==> src/rtl/c432_key_ctrl.sv <==
// Key-load and oracle-query sequencer for a key-locked c432 core.
// Loads the key MSB chunk first, then serialises queries through a settle window.
module c432_key_ctrl #(
  parameter int KEY_W      = 64,
  parameter int CHUNK_W    = 8,
  parameter int SETTLE_CYC = 4
) (
  input  logic               clk,
  input  logic               rst,
  input  logic               load_start,
  input  logic               kd_valid,
  input  logic [CHUNK_W-1:0] kd_data,
  output logic               kd_ready,
  output logic [KEY_W-1:0]   key,
  output logic               key_valid,
  output logic               busy,
  input  logic               q_valid,
  input  logic [35:0]        q_in,
  output logic               q_ready,
  output logic [35:0]        core_in,
  input  logic [6:0]         core_out,
  output logic               r_valid,
  output logic [6:0]         r_out,
  input  logic               r_ready
);

  localparam logic [2:0] S_IDLE   = 3'd0;
  localparam logic [2:0] S_LOAD   = 3'd1;
  localparam logic [2:0] S_READY  = 3'd2;
  localparam logic [2:0] S_SETTLE = 3'd3;
  localparam logic [2:0] S_RESP   = 3'd4;

  localparam int NBEATS = KEY_W / CHUNK_W;
  localparam int BW     = $clog2(NBEATS) + 1;
  localparam logic [BW-1:0] BEAT_LAST   = BW'(NBEATS - 1);
  localparam logic [7:0]    SETTLE_INIT = 8'(SETTLE_CYC);

  logic [2:0]    state;
  logic [BW-1:0] beat;
  logic [7:0]    scnt;

  always_ff @(posedge clk or posedge rst) begin
    if (rst) begin
      state     <= S_IDLE;
      key       <= '0;
      key_valid <= 1'b0;
      core_in   <= '0;
      r_valid   <= 1'b0;
      r_out     <= '0;
      beat      <= '0;
      scnt      <= '0;
    end else if (load_start) begin
      // Abort from any state: the old key and any pending response are discarded.
      state     <= S_LOAD;
      key       <= '0;
      key_valid <= 1'b0;
      core_in   <= '0;
      r_valid   <= 1'b0;
      beat      <= '0;
      scnt      <= '0;
    end else begin
      case (state)
        S_IDLE: ;
        S_LOAD: begin
          if (kd_valid) begin
            key  <= {key[KEY_W-CHUNK_W-1:0], kd_data};
            beat <= beat + BW'(1);
            if (beat == BEAT_LAST) begin
              state     <= S_READY;
              key_valid <= 1'b1;
            end
          end
        end
        S_READY: begin
          if (q_valid) begin
            core_in <= q_in;
            scnt    <= SETTLE_INIT;
            state   <= S_SETTLE;
          end
        end
        S_SETTLE: begin
          scnt <= scnt - 8'd1;
          if (scnt == 8'd1) begin
            r_out   <= core_out;
            r_valid <= 1'b1;
            state   <= S_RESP;
          end
        end
        S_RESP: begin
          if (r_ready) begin
            r_valid <= 1'b0;
            state   <= S_READY;
          end
        end
        default: state <= S_IDLE;
      endcase
    end
  end

  always_comb begin
    kd_ready = (state == S_LOAD);
    q_ready  = (state == S_READY);
    busy     = (state == S_LOAD) || (state == S_SETTLE) || (state == S_RESP);
  end

endmodule

==> config.mk <==
export PLATFORM = sky130hd
export DESIGN_NAME = c432_key_ctrl
export DESIGN_NICKNAME = d
export VERILOG_FILES = /design/src/rtl/c432_key_ctrl.sv
export SDC_FILE = /design/constraint.sdc
export NUM_CORES = 1
export LEC_CHECK = 0
export CAP_MARGIN = 40
export CORE_MARGIN = 2
export CORE_UTILIZATION = 30
export CTS_CLUSTER_DIAMETER = 60
export DETAILED_ROUTE_END_ITERATION = 12
export PLACE_DENSITY = 0.63
export SLEW_MARGIN = 20
export SYNTH_ARGS = -nofsm -noshare
export SYNTH_HDL_FRONTEND = slang
export SYNTH_SLANG_ARGS = --single-unit
==> constraint.sdc <==
create_clock -name clk -period 3.8 [get_ports clk]
set_clock_uncertainty 0.05 [all_clocks]
set_input_delay 0.38 -clock clk [delete_from_list [all_inputs] [get_ports clk]]
set_output_delay 0.38 -clock clk [all_outputs]
set_load 0.01 [all_outputs]
### Word-level counts from Yosys, hierarchy flattened

Index checks and enable logic that the tools add are counted.

* register bits: 124
* input port bits: 57
* word-level logic and storage cells: 67

* add/subtract/negate cells: 2
* equal/unequal tests: 12
* multiplexer cells: 27
* bitwise logic cells: 1
* reductions and logical operators: 17

Operators with widths (count)
* 64-bit 2-to-1 mux: 3
* 36-bit 2-to-1 mux: 3
* 3-bit 2-to-1 mux: 6
* 8-bit 2-to-1 mux: 2
* 8-bit case mux with 2 select lines: 1
* 3-bit case mux with 5 select lines: 1
* 4-bit 2-to-1 mux: 3
* 3-bit inequality test, second input constant: 4
* 2-bit nonzero test: 5
* 3-bit AND reduction: 3
* 8-bit by 1-bit == test with 1-bit output, second input constant: 1
* 8-bit by 1-bit subtractor with 8-bit output, second input constant: 1
* 1-bit 2-to-1 mux: 7
* 3-bit by 2-bit == test with 1-bit output, second input constant: 2
* 2-bit AND reduction: 3
* 6-bit AND reduction: 1
* 3-bit nonzero test: 2
* 4-bit by 1-bit adder with 4-bit output, second input constant: 1
* 4-bit by 3-bit == test with 1-bit output, second input constant: 1
* 3-bit by 1-bit == test with 1-bit output, second input constant: 1
* 3-bit == test, second input constant: 1
* 3-bit logical NOT: 1
* 3-bit by 2-bit inequality test with 1-bit output, second input constant: 1
* 1-bit logical OR: 2
* other kinds (3): 3

### Longest topological paths before layout

* depth after elaboration: 5
* mapped depth: 6

### Least setup slack after synthesis

Ideal clock, no wire load.

* path kind: reg-to-reg
* start: register scnt[1]
* end: register r_out[0]
* arrival time: 1756 ps
* setup slack: 1869 ps
* stages on the path, launching flop included: 7
* cells stage by stage: dfrtp_1 inv_1 ha_1 or3b_2 or3_1 buf_6 mux2_4

* longest elaborated chain between the ends: 2

RTL lines
* from (decl): RTL line 40 `logic [7:0] scnt;`
* from (signal assigned): RTL line 82 `scnt <= scnt - 8'd1;`
* 8-bit by 1-bit == test with 1-bit output: RTL line 83 `if (scnt == 8'd1) begin`
* 3-bit AND reduction (no source line)
* to (signal assigned): RTL line 84 `r_out <= core_out;`
* to (decl): RTL line 23 `output logic [6:0] r_out,`

No other way between the ends.
A chain may end at the register's enable or synchronous reset.

### Worst setup path in the final report

* start: register state[0]
* end: output port busy

* longest elaborated chain between the ends: 3
* elaborated cells on any way between the ends: 5

RTL lines
* from (decl): RTL line 38 `logic [2:0] state;`
* from (signal assigned): RTL line 44 `state <= S_IDLE;`
* from (signal assigned): RTL line 54 `state <= S_LOAD;`
* from (signal assigned): RTL line 69 `state <= S_READY;`
* 3-bit by 1-bit == test with 1-bit output or 3-bit by 2-bit == test with 1-bit output (tied branches): RTL line 103 `busy = (state == S_LOAD) || (state == S_SETTLE) || (state == S_RESP);`
* 1-bit logical OR: RTL line 103
* 1-bit logical OR (*): RTL line 103
* to (decl): RTL line 16 `output logic busy,`

Every way passes the cells marked *; elsewhere a longest branch is shown, timed or not.

==> results.toml <==
[die]
placementRows = 48
ios = 169
die_area_mm2 = 0.0185
fp.dieW_um = 136
die_height_um = 136
core_area_mm2 = 0.0172
initial_core_util = 0.305

[pwr]
combPwrFrac = 0.091
powerDensity_mw_per_mm2 = 452
p_int_w = 0.00277
ir_drop_mv = 0.302
p_leak_nw = 3.28
switchingPower_w = 0.000769
p_clk_frac = 0.512
seq_power_share = 0.396
swShare = 0.218

[setup_path]
rr_worst_depth = 5
criticalPathCategory = "register to output pin"
r2r_slack_ps = 1630
crit_path_start_kind = "register"
path_max_fanout = 12
end_kind = "output pin"
reg2reg_from = "scnt[1]"
cp.arrival_ps = 2140
rr_endpoint = "r_out[2]"
required_ps = 3370

[clock_network]
clk_latency_ps = 420
path_clk_slew_ps = 60
clock_path_buffers = 2
cts_resized = 0
cts_inserted_buffers = 17
cts_tree = "built"
clkSinkCount = 124
cts_hold_buf = 0
htree_levels = 4
cts-root-buf = "clkbuf_16"
postCtsSetupBuffers = 0

[logic_synthesis]
synth_edf_count = 0
synth_top_cell_by_area = "dfrtp_1"
postSynthAreaPerCell_um2 = 9.44
seq_area_frac_synth = 0.592
synthTopCellsByCount = "nand2_1 (173), dfrtp_1 (124), a21oi_1 (75)"
ys_types = 39
yosys.area.top_type_share = 0.592
yosysMostFrequentCell = "nand2_1"
ys.flop_type = "dfrtp_1"
ys_async_sr_fraction = 1.00
synth_fp_nets = 615
synth.top_cells.by_area = "dfrtp_1 (59%), nand2_1 (12%), a21oi_1 (7.2%)"
ys_ff_latch = 124
ys_warn_count = 0
syn_area_mm2 = 0.00524
syn_inst = 555

[sta]
setup_tns_ps = 0
finalSetupViolCount = 0
period_minus_slack_ps = 2570
max_freq_ghz = 0.390
rsz0062_at_grt = "false"
slew_headroom = 0.498
hold_viol_final = 0
period_share = 0.675
finalMaxSlewViolations = 0
tightestPinTransition_ps = 753

[route]
drc_errors = 0
wirelength_um = 13800
vias = 4359
first_iter_violations = 281
via_per_inst = 4.59
wl_per_cell_um = 14.5
drtPass1Iterations = 4
antenna_left = 0

[layout]
finish.utilization = 0.456
multi_input_area_mm2 = 0.00199
syn2layout_area_growth_pct = 49.3
nets = 771
fin_area_mm2 = 0.00783
regArea_mm2 = 0.00310
num-fill-cells = 1628
n_antenna_cell = 0
drive_above_1_share = 0.0787
fin_cells = 949

[global_route]
antenna_found_initial = 0
grt_pass1_vias = 4273
grt_use_total = 0.153
overflow = 0
grt_pass1_wl_um = 22100
grt_max_degree = 69

[run_status]
run_status = "completed"

[run]
maxCapViolations = 0

[place]
dp_cells = 917
placement.io_buffers = 168
dpl.hpwl_um = 9320
gp_congestion = 0.777
place_area_mm2 = 0.00716

[hold_path]
min_path_type = "primary input to asynchronous set/reset pin"
per-stage QoR:
step / total power, W / hold slack (ps) / setup WS (ps)
6_report: 0.00354 / 273 / 1230
3_5_place_dp: 0.00175 / 421 / 1310
4_1_cts: 0.00359 / 274 / 1190
3_3_place_gp: 0.00174 / 414 / 1190
2_1_floorplan: 0.00156 / 400 / 70.8
5_1_grt: 0.00368 / 293 / 1110
power groups by stage:
stage / clock network (W) / logic [W] / registers [W]
global route: 0.00192 / 0.000356 / 0.00141
detailed placement: 0 / 0.000328 / 0.00142
CTS: 0.00186 / 0.000330 / 0.00140
global placement: 0 / 0.000319 / 0.00142
floorplan: 0 / 0.000125 / 0.00144
finish: 0.00181 / 0.000323 / 0.00140
worst max-delay path: stages, from the launching register on:
cell             delay (ps)
dfrtp_1                 520
or3b_2                  550
nand2_1                  90
clkdlybuf4s50_1         550
layout by cell type (no fill, tap or decap), types with 2 or more instances in the layout:
cell type	n
ha_1	3
inv_1	5
clkbuf_16	17
o21ai_0	42
nand2_1	173
bufinv_16	5
or3b_2	2
a21oi_1	75
nand2b_1	39
or2_2	2
nor2_1	11
o31ai_1	4
buf_4	8
or4_1	3
mux2_4	7
clkinv_4	2
xor2_1	2
dfrtp_1	124
or3_1	2
clkinv_2	2
clkdlybuf4s50_1	167
clkbuf_8	4
sequential cells by signal, indices dropped and copies added, names as in the netlist:
name / flops
core_in: 36
beat: 4
key_valid: 1
r_valid: 1
r_out: 7
scnt: 8
state: 3
key: 64
layout make-up:
type,count,area share
tap,225,0.0360
timing repair buffer,176,0.224
inverter,6,0.00320
clock inverter,10,0.0237
sequential,124,0.397
multi-input combinational,386,0.255
clock buffer,22,0.0619
kinds of logic (layout without fill, tap and decap cells):
logic type / count (synthesis) / count (layout) / share of synthesized area
simple gates: 245 / 245 / 0.212
compound gates: 128 / 128 / 0.129
flops: 124 / 124 / 0.592
buf+inv: 45 / 214 / 0.0351
mux: 7 / 7 / 0.0201
fa+ha+maj: 3 / 3 / 0.00716
xor+xnor: 3 / 3 / 0.00501
worst max-delay path by stage:
stage	start	to	depth (start not counted)
2_1_floorplan	rst	beat[0]	1
3_3_place_gp	kd_valid	state[1]	5
3_5_place_dp	kd_valid	beat[3]	6
4_1_cts	state[0]	busy	3
5_1_grt	state[0]	busy	3
6_report	state[0]	busy	3
layer usage:
metal	share of wire	GRT usage	vias to the layer above
met5	0	0	-
met1	0.45	0.199	2063
li1	-	-	2139
met2	0.47	0.239	136
met4	0.019	0.0590	0
met3	0.061	0.0488	21
No activity file was read; power rests on OpenSTA's default activity.
